[config.mk]
export PLATFORM = sky130hd
export DESIGN_NAME = div_ratio_monitor_flat
export DESIGN_NICKNAME = d
export VERILOG_FILES = /design/src/rtl/div_ratio_monitor_if.sv /design/src/rtl/div_ratio_monitor.sv /design/src/flat_wrapper.sv
export SDC_FILE = /design/constraint.sdc
export NUM_CORES = 1
export LEC_CHECK = 0
export ABC_AREA = 1
export ABC_CLOCK_PERIOD_IN_PS = 2080
export CORE_MARGIN = 4
export CORE_UTILIZATION = 62
export CTS_BUF_LIST = sky130_fd_sc_hd__clkbuf_8 sky130_fd_sc_hd__clkbuf_16
export DETAILED_ROUTE_END_ITERATION = 8
export GPL_TIMING_DRIVEN = 0
export PLACE_DENSITY = 0.87
export SETUP_SLACK_MARGIN = 0.1
export SYNTH_ARGS = -nofsm -noshare
export SYNTH_HDL_FRONTEND = slang
export SYNTH_SLANG_ARGS = --single-unit
[constraint.sdc]
create_clock -name clk -period 2.08 [get_ports clk]
set_input_delay 0.208 -clock clk [delete_from_list [all_inputs] [get_ports clk]]
set_output_delay 0.208 -clock clk [all_outputs]
set_load 0.005 [all_outputs]
[src/rtl/div_ratio_monitor_if.sv]
// Divider taps and status bundle between the clock divider and its monitor.
// The master side drives taps, enable and clear; the slave side reports status.
interface div_ratio_monitor_if;
  logic       en;
  logic       clk_2;
  logic       clk_4;
  logic       clk_8;
  logic       clk_16;
  logic       err_clr;
  logic [3:0] locked;
  logic [3:0] err;
  logic       all_locked;

  modport master (
    output en,
    output clk_2,
    output clk_4,
    output clk_8,
    output clk_16,
    output err_clr,
    input  locked,
    input  err,
    input  all_locked
  );

  modport slave (
    input  en,
    input  clk_2,
    input  clk_4,
    input  clk_8,
    input  clk_16,
    input  err_clr,
    output locked,
    output err,
    output all_locked
  );
endinterface

[src/rtl/div_ratio_monitor.sv]
// Checks that the ripple divider taps run at exactly 1/2, 1/4, 1/8, 1/16 of clk.
// Per channel: synchronizer, rise detect, period counter, lock FSM, sticky error.
module div_ratio_monitor #(
  parameter int SYNC_STAGES = 2,
  parameter int LOCK_COUNT  = 4,
  parameter int CNT_W       = 6
) (
  input logic               clk,
  input logic               rst,
  div_ratio_monitor_if.slave mon
);

  localparam int GW = $clog2(LOCK_COUNT + 1);

  typedef enum logic [1:0] {
    IDLE,
    ARMED,
    MEASURE,
    LOCKED
  } state_t;

  function automatic logic [CNT_W-1:0] exp_of(input int ch);
    return CNT_W'(2) << ch;
  endfunction

  logic [3:0]             raw;
  logic [3:0]             synced;
  logic [3:0]             hist_q;
  logic [3:0]             rise;
  logic [3:0]             new_err;
  logic [3:0]             err_q;
  logic [3:0]             err_d;
  logic [3:0]             locked_q;
  logic                   all_q;
  logic [SYNC_STAGES-1:0] sync_q  [4];
  state_t                 state_q [4];
  state_t                 state_d [4];
  logic [CNT_W-1:0]       cnt_q   [4];
  logic [CNT_W-1:0]       cnt_d   [4];
  logic [GW-1:0]          good_q  [4];
  logic [GW-1:0]          good_d  [4];

  assign raw = {mon.clk_16, mon.clk_8, mon.clk_4, mon.clk_2};

  always_comb begin
    synced = '0;
    for (int i = 0; i < 4; i++) begin
      synced[i] = sync_q[i][SYNC_STAGES-1];
    end
  end

  assign rise = synced & ~hist_q;

  always_ff @(posedge clk or negedge rst) begin
    if (!rst) begin
      for (int i = 0; i < 4; i++) begin
        sync_q[i] <= '0;
      end
      hist_q <= '0;
    end else begin
      for (int i = 0; i < 4; i++) begin
        sync_q[i] <= {sync_q[i][SYNC_STAGES-2:0], raw[i]};
      end
      hist_q <= synced;
    end
  end

  always_comb begin
    new_err = '0;
    for (int i = 0; i < 4; i++) begin
      state_d[i] = state_q[i];
      cnt_d[i]   = cnt_q[i];
      good_d[i]  = good_q[i];
      if (!mon.en) begin
        state_d[i] = IDLE;
        cnt_d[i]   = '0;
        good_d[i]  = '0;
      end else begin
        unique case (state_q[i])
          IDLE: begin
            state_d[i] = ARMED;
            cnt_d[i]   = '0;
          end
          ARMED: begin
            good_d[i] = '0;
            if (rise[i]) begin
              state_d[i] = MEASURE;
              cnt_d[i]   = CNT_W'(1);
            end else begin
              cnt_d[i] = '0;
            end
          end
          MEASURE, LOCKED: begin
            if (rise[i]) begin
              cnt_d[i] = CNT_W'(1);
              if (cnt_q[i] == exp_of(i)) begin
                if (state_q[i] == MEASURE) begin
                  good_d[i] = good_q[i] + GW'(1);
                  if (good_q[i] + GW'(1) == GW'(LOCK_COUNT))
                    state_d[i] = LOCKED;
                end
              end else begin
                new_err[i] = 1'b1;
                good_d[i]  = '0;
                state_d[i] = MEASURE;
              end
            end else if (cnt_q[i] == (exp_of(i) << 1)) begin
              // Two full periods without an edge: treat the tap as stuck.
              new_err[i] = 1'b1;
              good_d[i]  = '0;
              cnt_d[i]   = '0;
              state_d[i] = ARMED;
            end else if (!(&cnt_q[i])) begin
              cnt_d[i] = cnt_q[i] + CNT_W'(1);
            end
          end
        endcase
      end
    end
  end

  // A fresh error outranks a simultaneous clear.
  assign err_d = (err_q & ~{4{mon.err_clr}}) | new_err;

  always_ff @(posedge clk or negedge rst) begin
    if (!rst) begin
      for (int i = 0; i < 4; i++) begin
        state_q[i] <= IDLE;
        cnt_q[i]   <= '0;
        good_q[i]  <= '0;
      end
      err_q    <= '0;
      locked_q <= '0;
      all_q    <= 1'b0;
    end else begin
      for (int i = 0; i < 4; i++) begin
        state_q[i]  <= state_d[i];
        cnt_q[i]    <= cnt_d[i];
        good_q[i]   <= good_d[i];
        locked_q[i] <= (state_d[i] == LOCKED);
      end
      err_q <= err_d;
      all_q <= &locked_q;
    end
  end

  assign mon.locked     = locked_q;
  assign mon.err        = err_q;
  assign mon.all_locked = all_q;

endmodule
[src/flat_wrapper.sv]
// flat-port wrapper written by rule: the top's interface ports become plain ports
module div_ratio_monitor_flat 
#(
  parameter int SYNC_STAGES = 2,
  parameter int LOCK_COUNT  = 4,
  parameter int CNT_W       = 6
)
  (clk, rst, mon_en, mon_clk_2, mon_clk_4, mon_clk_8, mon_clk_16, mon_err_clr, mon_locked, mon_err, mon_all_locked);
  div_ratio_monitor_if mon_i ();
  input logic clk;
  input logic rst;
  input wire logic [$bits(mon_i.en)-1:0] mon_en;
  input wire logic [$bits(mon_i.clk_2)-1:0] mon_clk_2;
  input wire logic [$bits(mon_i.clk_4)-1:0] mon_clk_4;
  input wire logic [$bits(mon_i.clk_8)-1:0] mon_clk_8;
  input wire logic [$bits(mon_i.clk_16)-1:0] mon_clk_16;
  input wire logic [$bits(mon_i.err_clr)-1:0] mon_err_clr;
  output wire logic [$bits(mon_i.locked)-1:0] mon_locked;
  output wire logic [$bits(mon_i.err)-1:0] mon_err;
  output wire logic [$bits(mon_i.all_locked)-1:0] mon_all_locked;
  assign mon_i.en = mon_en;
  assign mon_i.clk_2 = mon_clk_2;
  assign mon_i.clk_4 = mon_clk_4;
  assign mon_i.clk_8 = mon_clk_8;
  assign mon_i.clk_16 = mon_clk_16;
  assign mon_i.err_clr = mon_err_clr;
  assign mon_locked = mon_i.locked;
  assign mon_err = mon_i.err;
  assign mon_all_locked = mon_i.all_locked;
  div_ratio_monitor #(.SYNC_STAGES(SYNC_STAGES), .LOCK_COUNT(LOCK_COUNT), .CNT_W(CNT_W)) u_core (.clk(clk), .rst(rst), .mon(mon_i));
endmodule
; Yosys cells after proc, flatten, opt, wreduce, memory -nomap -nowiden
; Index checks and enable logic that the tools add are counted.
[classes]
addsub = 8
eq_ne = 44
mux = 100
bitwise_logic = 5
reduce_logical = 17
[op_table]
columns = operator, n
row1 = 6-bit two-way mux, 16
row2 = 6-bit case mux with 3 select lines, 4
row3 = 3-bit two-way mux, 20
row4 = 2-bit two-way mux, 28
row5 = 6-bit by 1-bit adder with 6-bit output (second input constant), 4
row6 = 2-bit equality test (second input constant), 12
row7 = 1-bit two-way mux, 24
row8 = 2-bit case mux with 3 select lines, 4
row9 = 3-bit case mux with 2 select lines, 4
row10 = 6-bit AND reduction, 4
row11 = 5-bit by 3-bit inequality test with 1-bit output (second input constant), 4
row12 = 5-bit inequality test (second input constant), 4
row13 = 4-bit by 2-bit inequality test with 1-bit output (second input constant), 4
row14 = 3-bit by 1-bit adder with 3-bit output (second input constant), 4
row15 = 3-bit equality test (second input constant), 4
row16 = 6-bit by 3-bit equality test with 1-bit output (second input constant), 2
row17 = 6-bit by 4-bit equality test with 1-bit output (second input constant), 2
row18 = 6-bit by 5-bit equality test with 1-bit output (second input constant), 2
row19 = 3-bit by 1-bit inequality test with 1-bit output (second input constant), 4
row20 = 3-bit AND reduction, 4
row21 = 4-bit bitwise AND, 2
row22 = 2-bit by 1-bit equality test with 1-bit output (second input constant), 4
row23 = 2-bit zero test, 4
row24 = 4-bit inverter, 2
row25 = 5 further kinds, 8
[totals]
regBits = 65
output_inout_bits = 9
wordCells = 194

; Logic depth before layout (Yosys ltp)
; Gate-level depths: netlist (run 1).
[logic_depth]
ltp_word = 9
ltp_mapped = 10
depth_no_buf = 10

; Worst setup path before layout (run 1)
; Ideal clock, no wire load.
[synth_path]
kind = register to register
from = register u_core.cnt_q[12] in the netlist's numbering
to = register u_core.good_q[6] in the netlist's numbering
setup_time_ps = 117
t_arrival_ps = 1241
required_time_ps = 1963
slack_ps = 722
path_stages_with_launch = 10
cell_sequence = dfrtp_1 inv_1 ha_1 nand3_1 nor2_2 inv_1 nand2_2 nand3_1 nand2_1 nand2_1
[synth_via]
elab_chain_cells = 5
word_cells_on_any_way = 9
classes_between = 4 x eq/ne / 4 x mux / 1 x reduce/logical
[synth_lines]
columns = element, line
row1 = start: declaration, div_ratio_monitor.sv:38  ; logic [CNT_W-1:0] cnt_q [4];
row2 = start signal: indexed assignment, div_ratio_monitor.sv:138  ; cnt_q[i] <= cnt_d[i];
row3 = 6-bit by 3-bit equality test with 1-bit output, div_ratio_monitor.sv:96  ; if (cnt_q[i] == exp_of(i)) begin
row4 = 3-bit two-way mux, div_ratio_monitor.sv:96
row5 = 3-bit two-way mux, div_ratio_monitor.sv:94  ; if (rise[i]) begin
row6 = 3-bit case mux with 2 select lines, div_ratio_monitor.sv:79  ; unique case (state_q[i])
row7 = 3-bit two-way mux, div_ratio_monitor.sv:74  ; if (!mon.en) begin
row8 = end signal: indexed assignment, div_ratio_monitor.sv:139  ; good_q[i] <= good_d[i];
row9 = end: declaration, div_ratio_monitor.sv:40  ; logic [GW-1:0] good_q [4];
; Several ways; a longest one is shown, not always the timed one.
; A chain may end at the register's enable or synchronous reset.

; Final worst setup path (run 1)
[layout_path]
from = register u_core.cnt_q[12] in the netlist's numbering
to = register u_core.good_q[7] in the netlist's numbering
; The elaborated chain is that of the path after synthesis.

==> flow_results.org, run 1 <==
** Drt
- Post-Route WL :: 7.36 mm
- The routed design uses 334 um of met3 wire.
- In this run the top signal layer used is met4.
- Dividing the detail-routed wire length by the instance count gives 13.2 um.
- DRC :: 0
- After detailed routing, the met2 layer carries 3.69 mm of wire.
- Number of vias in the routed layout :: ~3000
- For this run, the detailed router's first-pass iteration total came to 5.
- Mean number of vias per cell :: 5.36
- After detailed routing, the wire length on met1 is 3.17 mm.
- Number of nets with antenna violations after detailed routing :: 0
- DR iter-0 viols :: 203

** Clocking
- Number of buffers added by the clock tree synthesis step :: 9
- Number of hold buffers added after cts :: 1
- Gates resized during post-CTS repair numbered 0.
- Clock-pin slew of the registers on the worst-case setup and hold paths :: 0.07 ns
- Clock tree synthesis found a total of 65 sinks.
- Maximum buffer depth of the clock tree :: 2
- The later pin in the worst-skew pair is clocked with a latency of 0.35 ns.
- Clock tree root driver cell :: sky130_fd_sc_hd__clkbuf_8
- The number of setup buffers added after CTS is 0.
- Number of H-tree levels :: 3
- TritonCTS clock tree :: built

** Timing
- For the final database, setup skew stands at 0.0106 ns.
- Across all hold checks on the routed design, the worst slack comes to roughly 0.26 ns.
- Max frequency :: roughly 620 MHz
- The clock period could shrink to approximately 1.6 ns.
- The max-slew violation count is 0.
- Final hold viol count :: 0
- For the pin with the worst max-slew slack, the measured transition is 0.811 ns.
- After layout, the worst path uses between 70% and 80% of the clock period.
- RSZ-0062 raised after global routing :: no
- Headroom to the max-slew limit came out at 45.9%.
- Setup violations remaining at the end of the flow were counted as 0.
- PnR worst setup slack :: 0.462 ns

** Placement
- After legalization and detailed placement, the total HPWL measured a little over 5 mm.
- In this run the cell area measured after placement is between 3000 and 4000 um^2.
- DP Worst Slack :: 0.496 ns
- Buffers placed on the I/O ports in this run total 15.
- Routability-driven placement finished with a final weighted congestion of 0.889.

** Finish
- Antenna cells :: 0
- After routing the design area is 4070 um^2.
- Post-layout util :: 73.0%
- Of the cells placed in the final design, the portion with a size suffix greater than 1 is ~11%.
- Layout overhead on the synthesized area :: 12.8%
- Nets :: 507
- After filler insertion, the fill cell instance count of the layout stands at 397.

** Global route
- The via count of the first global-routing pass came to 3053.
- Largest net degree at the start of global routing :: 66
- Global routing consumed, over all layers together, 22.8% of the routing resources.
- The first global-routing pass estimated 13.2 mm of wire.
- Global routing finished with a remaining overflow of 0.
- Number of antenna violations at the first check in global routing :: 0

** Yosys
- The synthesized netlist contains 32 unique library cells.
- Synthesis produced a netlist whose cell count is 455.
- Sequential element share of the synthesized area :: 45.1%
- A synthesized cell averages about 7.9 um^2.
- Cell area after synthesis :: 3610 um^2
- Synthesis inferred 65 register bits.
- Yosys printed 0 warnings.
- In this run, synthesis inferred 0 flip-flops with an integrated enable.
- After synthesis, the share of flip-flops with an asynchronous set or reset is 100%.
- Most common flop cell mapped by yosys :: sky130_fd_sc_hd__dfrtp_1
- Net Count, Synth :: 480

** Status
- Status :: finished, final reports clean

** Hold path
- The worst hold path belongs to the class in -> reg.

** Setup path
- Cell breakdown of the critical path :: inv_1, ha_1, nand3_1, nor2_2, inv_1, nand2_2, nand3_1, nand2_1, nand2_1
- Setup slack on the worst reg-to-reg path comes out at 0.46 ns.
- Worst EP arrival :: 1.85 ns
- The cell family contributing the most delay on the critical path is simple AND/OR/NAND/NOR gates.
- Slowest-stage cell, CP :: sky130_fd_sc_hd__dfrtp_1
- Req. time, crit path :: 2.31 ns
- Critical path class :: reg -> reg
- Maximum net fanout on the critical path :: 6
- STA classifies the critical path startpoint as a register.
- Max stage delay on crit path :: 0.42 ns
- Worst path bufs/invs :: 2
- Worst Setup End Kind :: register

** Power
- In this run the static leakage power is 2.00 nW.
- Power after layout :: 0.00272 W
- The worst-case IR drop observed on VDD is 728 uV.
- Dividing total power by cell area gives a power density of 668 nW/um^2.

** Floorplan
- Die area :: 7100 um^2
- 17 I/O pins were placed.
- Die Span X :: approximately 84 um
- Placeable Area :: 5570 um^2
- Initial Utilization :: 64.7%
- Row cnt :: 27
- Die extent in y :: 84.3 um

** Run
- Max-cap violations in this run came to 0.
## area by class of cell
cell class | count | area (um^2) | share of cell area (%)
inverters | 80 | 300 | 7.38
flip-flops and latches | 65 | 1630 | 40.0
repair buffers | 16 | 158 | 3.87
plain buffers | 3 | 20.0 | 0.492
well taps | 72 | 90.1 | 2.21
clock buffers | 13 | 179 | 4.40
clock inverters | 2 | 35.0 | 0.861
multi-input cells | 307 | 1660 | 40.8
## through the flow
step	instances	setup TNS [ns]
after floorplan	455	0
after global placement	542	-81.38
after detailed placement	542	0
after CTS	558	0
after global routing	558	0
final	558	0
## state kept, by name (all words and copies together) (netlist names)
name / flops
u_core.cnt_q: 24
u_core.mon.err: 4
u_core.sync_q: 8
u_core.state_q: 8
u_core.mon.locked: 4
u_core.hist_q: 4
u_core.mon.all_locked: 1
u_core.good_q: 12
## report_power, final
part	leakage [nW]	internal [W]	total [W]	switching, W
combinational	1.02	0.0000812	0.000240	0.000159
clock	0.112	0.000676	0.00114	0.000466
sequential	0.867	0.00130	0.00133	0.0000321
## cell usage after synthesis, drive strengths merged (3+ instances only)
cell type	instances	share of area, %
xor2	4	0.97
nor2	51	6.9
a31oi	3	0.52
inv	80	8.3
nand4	12	2.7
o21ai	24	3.3
ha	17	5.9
buf	3	0.55
a21oi	13	2.0
nand2	117	13
dfrtp	65	45
nand3	53	8.4
o22ai	3	0.69
## layout by cell type (no fill, tap or decap), drive strengths merged, types with 4 or more instances in the layout
cell / n
a21oi: 13
o21ai: 24
clkdlybuf4s50: 14
nor2: 51
nand2: 117
ha: 17
inv: 80
nand4: 12
dfrtp: 65
xor2: 4
clkbuf: 13
nand3: 53
buf: 4
## per-layer routing
metal	GRT usage, %	vias up
met1	27.7	1401
met2	38.7	77
met5	0	-
li1	-	1495
met4	10.5	0
met3	5.10	17
## worst register-to-register path, cell delays in order (launching register included)
cell	delay, ns
sky130_fd_sc_hd__dfrtp_1	0.42
sky130_fd_sc_hd__inv_1	0.13
sky130_fd_sc_hd__ha_1	0.19
sky130_fd_sc_hd__nand3_1	0.09
sky130_fd_sc_hd__nor2_2	0.13
sky130_fd_sc_hd__inv_1	0.10
sky130_fd_sc_hd__nand2_2	0.14
sky130_fd_sc_hd__nand3_1	0.15
sky130_fd_sc_hd__nand2_1	0.09
sky130_fd_sc_hd__nand2_1	0.06
## logic make-up (layout without fill, tap and decap cells)
family	after synthesis	in the layout	share of synthesized area (%)
flops	65	65	45.1
xor+xnor	6	6	1.46
fa+ha+maj	17	17	5.90
simple gates	237	237	31.3
buf+inv	83	114	8.88
compound gates	47	47	7.39
## worst paths after layout
check | startpoint | endpoint | cells after the start
setup / recovery | u_core.cnt_q[12]$_DFFE_PN0P_ | u_core.good_q[7]$_DFFE_PN0P_ | 9
hold / removal | mon_en | u_core.state_q[1]$_DFF_PN0_ | 3
setup reg to reg | u_core.cnt_q[12]$_DFFE_PN0P_ | u_core.good_q[7]$_DFFE_PN0P_ | 9
hold reg to reg | u_core.sync_q[0]$_DFF_PN0_ | u_core.sync_q[1]$_DFF_PN0_ | 0
max in group asynchronous | rst | u_core.state_q[1]$_DFF_PN0_ | 2
min in group asynchronous | rst | u_core.cnt_q[9]$_DFFE_PN0P_ | 2
No activity file was read; power rests on OpenSTA's default activity.
==> run 2, diff against run 1 <==
Settings changed: ABC_CLOCK_PERIOD_IN_PS 2080 to 1600, CORE_UTILIZATION 62 to 60, PLACE_DENSITY 0.87 to 0.84.
Clock period 2.08 ns to 1.6 ns, I/O delays scaled along.
==> run 2 against run 1 <==
  * Sequential share of layout area decreased by 2.9 points
  * Clock power increased by 9%
  * Die area increased by 3.0%
  * Critical endpoint is now u_core.cnt_q[12]$_DFFE_PN0P_
  * Sequential power increased by 31%
  * Register-to-register slack got worse by 0.33 ns
  * Cell count increased by 3.6%
  * Largest power group unchanged
  * Maximum frequency increased by 10%
  * Count of clock-buffer cells in the layout decreased by 2
  * Wire length increased by 9.3%
==> flow_results.org, run 2 (synthesis gave the netlist of run 1 again) <==
** Clocking
- TritonCTS built the clock tree.
- The later pin in the worst-skew pair is clocked with a latency of about 0.35 ns.
- No sink is reached through more buffers than the 2 on the longest clock path.
- Clock-pin slew was measured on the worst setup and hold paths at 0.07 ns.
- Total clock sinks :: 65
- Clock tree root driver cell :: sky130_fd_sc_hd__clkbuf_8
- The H-tree was split into 3 levels.
- TritonCTS created 9 clock buffers.

** Finish
- The number of antenna diodes in the final layout is 0.
- The library cell used most frequently in the layout, excluding fill and tap cells, is sky130_fd_sc_hd__nand2_1.
- Counting the fill cells in the layout gives 353.
- Cells with a size suffix above 1 make up 21.3% of the layout.
- Nets :: 528
- The largest registers in the layout are u_core.cnt_q (24), u_core.good_q (12).
- The finished cells cover 4390 um^2.
- Commonest non-fill, non-tap cells in the layout :: sky130_fd_sc_hd__nand2_1 (106), sky130_fd_sc_hd__inv_1 (66), sky130_fd_sc_hd__dfrtp_1 (64)
- The register with the most flip-flops in the layout has 24 of them.
- The area growth from synthesis to layout is 21.7%.
- u_core.cnt_q holds more flip-flops than any other register.

** Floorplan
- The total area inside the core boundary comes to around 5700 um^2.
- Die extent in y :: approximately 86 um
- Die area :: 7320 um^2
- Top-Level Pins :: 17
- Row cnt :: 27
- Die Span X :: 85.5 um
- Initial Utilization :: between 60 and 70%

** Setup path
- Maximum net fanout on the critical path :: 3
- STA classifies the critical path startpoint as a register.
- Worst Setup End Kind :: register
- Worst EP arrival :: roughly 1.7 ns
- Data on the critical path is required at its endpoint by about 1.9 ns.
- Critical path class :: reg -> reg

** Drt
- DR iter-0 viols :: 138
- For this run, the detailed router's first-pass iteration total came to 4.
- The detailed router placed 3125 vias in this run.
- Mean number of vias per cell :: around 5.4
- Average routed wire per standard cell :: 13.9 um
- DRC :: 0
- The final layout contains routed wiring with a total length of 8.05 mm.
- Number of nets with antenna violations after detailed routing :: 0

** Power
- In this run the power density over the cells is about 770 nW/um^2.
- After layout, the design draws a total of between 0.003 and 0.004 W.
- The analysis attributes to cell leakage a power of 2.11 nW.
- VDD sags by at most 569 uV.

** Global route
- Largest net degree at the start of global routing :: 66
- Global routing used 21.6% of the available tracks.
- Number of global-route vias before repair :: between 2000 and 3000
- The total overflow left after global routing is 0.
- The number of antenna violations at the first check in global routing was 0.
- Global-route wire length before repair :: roughly 13 mm

** Placement
- Buffers on Ports :: 15
- DP Worst Slack :: 0.0275 ns
- Detailed placement ended at an HPWL of 5.10 mm.
- Post-detailed-placement cell area :: 3840 um^2
- At the end of routability-driven placement, the weighted congestion stood at 0.843.

** Timing
- Setup slack on the critical path of the routed design comes to 0.129 ns.
- For the finished layout, the period the worst path requires is 1.47 ns.
- The max-slew violation count was 0.
- For the pin with the worst max-slew slack, the measured transition is 0.801 ns.
- Max-slew headroom :: 46.6%
- Layout Skew :: 0.0106 ns
- Final hold viol count :: 0
- Derived from the worst setup path, the maximum achievable clock frequency is approximately 680 MHz.
- Of the available clock period, the critical path in the final layout requires between 90% and 100%.
- Setup violations remaining at the end of the flow were counted as 0.
- Across all hold checks on the routed design, the worst slack comes to 0.190 ns.
- RSZ-0062 raised after global routing :: yes

** Hold path
- Classification of the worst-slack hold path :: in -> reg

** Status
- The run finished with clean final reports.

** Run
- Maxcap violations :: 0
## run 2: cell types whose count changed in the layout (fill, tap and decap cells not counted), sizes merged
cell,delta
buf,+21
bufinv,-1
clkinvlp,+1
clkinv,+1
clkbuf,-2
## run 2: worst max-delay path, stage by stage, from the launching register on
cell and delay (ns):
sky130_fd_sc_hd__dfrtp_1 0.42, sky130_fd_sc_hd__inv_2 0.07, sky130_fd_sc_hd__ha_4 0.16, sky130_fd_sc_hd__nand3_1 0.09, sky130_fd_sc_hd__nor2_2 0.06, sky130_fd_sc_hd__buf_4 0.13, sky130_fd_sc_hd__buf_4 0.12, sky130_fd_sc_hd__o22ai_2 0.12
sky130_fd_sc_hd__nand2_1 0.09, sky130_fd_sc_hd__a21oi_2 0.12
## run 2: cell type report
cell class	instances	area, um^2	share of cell area (%)
clock buffer	11	151	3.45
clock inverter	3	17.5	0.399
tap	72	90.1	2.05
sequential	65	1630	37.1
multi-input combinational	307	1860	42.3
timing repair buffer	37	323	7.35
buffer	3	20.0	0.456
inverter	80	303	6.90
## run 2: repair_timing
item,in CTS,in global routing
hold endpoints to repair,65,0
setup buffers,4,17
setup endpoints to repair,7,30
pin swaps,3,22
resized for setup,4,49
hold buffers,1,0
## run 2: metal layers
layer	up-vias	wire (um)	GRT usage (%)
met5	-	0	0
met1	1464	3420	26.5
met3	23	335	4.32
met4	0	227	9.35
met2	94	4060	36.9
li1	1544	-	-
## run 2: final timing paths
check / from / endpoint / slack (ns) / cells past startpoint
min in group asynchronous: rst / u_core.cnt_q[11]$_DFFE_PN0P_ / 0.44 / 2
max in group asynchronous: rst / u_core.cnt_q[23]$_DFFE_PN0P_ / 0.58 / 2
hold reg to reg: u_core.sync_q[6]$_DFF_PN0_ / u_core.sync_q[7]$_DFF_PN0_ / 0.35 / 0
hold / removal: mon_en / u_core.state_q[1]$_DFF_PN0_ / 0.19 / 3
setup / recovery: u_core.cnt_q[13]$_DFFE_PN0P_ / u_core.cnt_q[12]$_DFFE_PN0P_ / 0.13 / 9
setup reg to reg: u_core.cnt_q[13]$_DFFE_PN0P_ / u_core.cnt_q[12]$_DFFE_PN0P_ / 0.13 / 9
## run 2: metrics by stage
step	setup TNS [ns]	cells	util (%)
final	0	578	77.3
after floorplan	0	455	-
after global placement	-108.50	542	67.8
after detailed placement	0	542	67.7
after CTS	0	561	71.7
after global routing	0	578	77.3
## run 2: power by group
group | internal, W | switching [W] | total, W
clock network | 0.000624 | 0.000619 | 0.00124
logic | 0.000142 | 0.000237 | 0.000379
registers | 0.00169 | 0.0000442 | 0.00174
total | 0.00246 | 0.000901 | 0.00336
==> run 3, diff against run 2 <==
Settings changed: CELL_PAD_IN_SITES_DETAIL_PLACEMENT set to 2, CELL_PAD_IN_SITES_GLOBAL_PLACEMENT set to 2, CORE_UTILIZATION 60 to 36, CTS_CLUSTER_DIAMETER set to 40, SETUP_SLACK_MARGIN 0.1 to 0.15.
==> run 3 against run 2 <==
  * Highest routed layer is now met5
  * Hold slack improved by 0.036 ns
  * Clock skew rose by 0.0013 ns
  * Global-route usage rose by 0.068 points
  * Cell count rose by 18%
  * Combinational power rose by 48%
  * Core utilization fell by 25 points
  * Die area rose by 60%
  * The run now ends with setup timing left
  * Via count rose by 14%
  * Design area rose by 17%
==> flow_results.org, run 3 (synthesis gave the netlist of run 1 again) <==
** Status
- Status :: finished, violations left
- Violations in the final reports :: setup timing

** Clocking
- Clock-pin slew of the registers on the worst-case setup and hold paths :: about 0.08 ns
- Total clock sinks :: 65
- TritonCTS clock tree :: built
- Clock tree root driver cell :: sky130_fd_sc_hd__clkbuf_8
- The clock tree synthesis step divided the H-tree into 3 levels.
- For the worst-skew pair, the clock arrives at the later sink with an insertion delay of 0.37 ns.
- Buffers inserted during clock tree synthesis total 9.
- No sink is reached through more buffers than the 2 on the longest clock path.

** Setup path
- Along the worst path, the maximum fanout reaches 3.
- Together, buffers and inverters on the worst path number 2.
- On the critical path, the stage with the largest delay is an instance of sky130_fd_sc_hd__dfrtp_1.
- Max stage delay on crit path :: around 0.43 ns
- STA classifies the critical path endpoint as a register.
- Critical path class :: reg -> reg
- At the worst endpoint, the required time is 1.90 ns.
- STA classifies the critical path startpoint as a register.
- Cell breakdown of the critical path :: inv_2, ha_4, nand3_4, nor2_4, buf_6, nor2_4, nand2_1, nand2_1, nand2_1, nand2_2, nor2_2
- Worst EP arrival :: roughly 1.9 ns
- Cell repeated most along the worst path :: sky130_fd_sc_hd__nand2_1
- Cell family with most CP delay :: simple AND/OR/NAND/NOR gates

** Global route
- The first global-routing pass estimated just under 20 mm of wire.
- The via count of the first global-routing pass was 3837.
- The number of antenna violations at the first check in global routing came to 1.
- The total overflow left after global routing is 0.
- Largest net degree at the start of global routing :: 66
- Global-route usage over all layers :: 21.7%

** Timing
- PnR worst setup slack :: -0.0266 ns
- Max frequency :: between 600 and 700 MHz
- The number of endpoints with negative hold slack in the final report came to 0.
- The max-slew violation count was 0.
- Layout Skew :: 0.0119 ns
- Max-slew headroom :: 40.9%
- Part of the cycle the worst path needs :: 102%
- Tmin final :: 1.63 ns
- Setup violations remaining at the end of the flow were counted as 1.
- Transition at the pin with the smallest max-transition slack :: 0.887 ns
- RSZ-0062 raised after global routing :: yes

** Finish
- Excluding fillers, the count of instances in the completed layout stands at just under 700.
- Summing all non-filler instances in the final layout gives an area of 5110 um^2.
- 0 antenna diodes ended up in the layout.
- Largest registers :: u_core.cnt_q (24), u_core.good_q (12)
- Cells with a size suffix above 1 make up 36.9% of the layout.
- Number of flip-flops under the largest register name :: 24
- Nets :: 567
- Post-layout util :: 52.3%
- Largest register by flop count :: u_core.cnt_q
- Total of fill cells in the finished design :: ~1100
- Commonest non-fill, non-tap cell in the layout :: sky130_fd_sc_hd__nand2_1
- Commonest non-fill, non-tap cells in the layout :: sky130_fd_sc_hd__nand2_1 (96), sky130_fd_sc_hd__inv_1 (61), sky130_fd_sc_hd__buf_4 (56)
- Layout overhead on the synthesized area :: 41.8%

** Run
- Maxcap violations :: 0

** Placement
- Total half-perimeter wirelength after legalization and detailed placement :: slightly above 7 mm
- Including well taps, the total number of placed cells is 603.
- Input and output buffers added on the ports amount to 15.
- After detailed placement, the total cell area comes to 3920 um^2.
- Final weighted congestion in routability-driven placement :: 0.786

** Floorplan
- The floorplan has 36 rows.
- Placeable Area :: 9770 um^2
- Top-Level Pins :: 17
- The initial utilization of the core area, before any placement, comes to 36.9%.
- Die Span X :: 108 um
- The floorplan step defined a die boundary enclosing 11700 um^2.
- Die extent in y :: around 110 um

** Drt
- DRC :: 0
- Post-Route WL :: 17.0 mm
- After detailed routing, the number of vias per cell comes to 5.23.
- Number of vias in the routed layout :: 3558
- After the first detailed-routing iteration, the DRC count stood at 150.
- Pre-antenna DRT Iters :: 4
- In the final routed layout, each cell accounts on average for between 20 and 30 um.
- Number of nets with antenna violations after detailed routing :: 0

** Power
- The worst-case IR drop observed on VDD is between 800 and 900 uV.
- Power comes to 0.00386 W.
- The analysis attributes to cell leakage a power of 2.36 nW.
- Total power density per cell area :: 755 nW/um^2

** Hold path
- Classification of the worst-slack hold path :: in -> reg
## run 3: per-stage QoR
stage / TNS, ns / hold slack, ns / setup slack (ns)
4_1_cts: 0 / 0.194 / 0.102
3_5_place_dp: -0.438 / 0.330 / -0.112
2_1_floorplan: 0 / -0.136 / 0.242
3_3_place_gp: -127.44 / 0.332 / -1.97
6_report: -0.0266 / 0.226 / -0.0266
5_1_grt: -0.621 / 0.228 / -0.104
## run 3: path summary, 6_finish.rpt
path | from | to | slack [ns] | cells past startpoint
setup / recovery | u_core.cnt_q[13]$_DFFE_PN0P_ | u_core.mon.locked[1]$_DFF_PN0_ | -0.03 | 11
hold / removal | mon_en | u_core.state_q[1]$_DFF_PN0_ | 0.23 | 3
setup reg to reg | u_core.cnt_q[13]$_DFFE_PN0P_ | u_core.mon.locked[1]$_DFF_PN0_ | -0.03 | 11
hold reg to reg | u_core.sync_q[0]$_DFF_PN0_ | u_core.sync_q[1]$_DFF_PN0_ | 0.37 | 0
max in group asynchronous | rst | u_core.cnt_q[0]$_DFFE_PN0P_ | 0.50 | 2
min in group asynchronous | rst | u_core.cnt_q[19]$_DFFE_PN0P_ | 0.46 | 2
## run 3: cell type report
| type | instances | area, um^2 | area share (%) |
|---|---|---|---|
| well taps | 133 | 166 | 3.25 |
| multi-input cells | 307 | 2130 | 41.6 |
| clock buffers | 12 | 165 | 3.23 |
| plain buffers | 3 | 20.0 | 0.391 |
| flip-flops and latches | 65 | 1640 | 32.0 |
| clock inverters | 4 | 42.5 | 0.832 |
| repair buffers | 76 | 643 | 12.6 |
| inverters | 80 | 312 | 6.09 |
## run 3: worst min-delay path, cell delays in order
cell and delay, ns:
sky130_fd_sc_hd__buf_4 0.15, sky130_fd_sc_hd__nand2_2 0.10, sky130_fd_sc_hd__o22ai_2 0.12
## run 3: metal layers
metal	vias up	global-route usage [%]	share of wire, %
li1	1619	-	-
met1	1823	24.5	39
met2	71	41.6	55
met3	43	4.00	2.7
met4	2	5.32	3.3
met5	-	0	0.047
## run 3: where the power goes
group,switching [W],internal (W)
Combinational,0.000358,0.000203
Clock,0.000714,0.000836
Sequential,0.0000583,0.00169
## run 3: what timing repair did
item,CTS,global route
pin swaps,17,50
resized for setup,33,109
setup endpoints to repair,30,47
hold buffers,1,0
buffers inserted,21,39
cloned,0,0
endpoints found under the hold margin,65,0
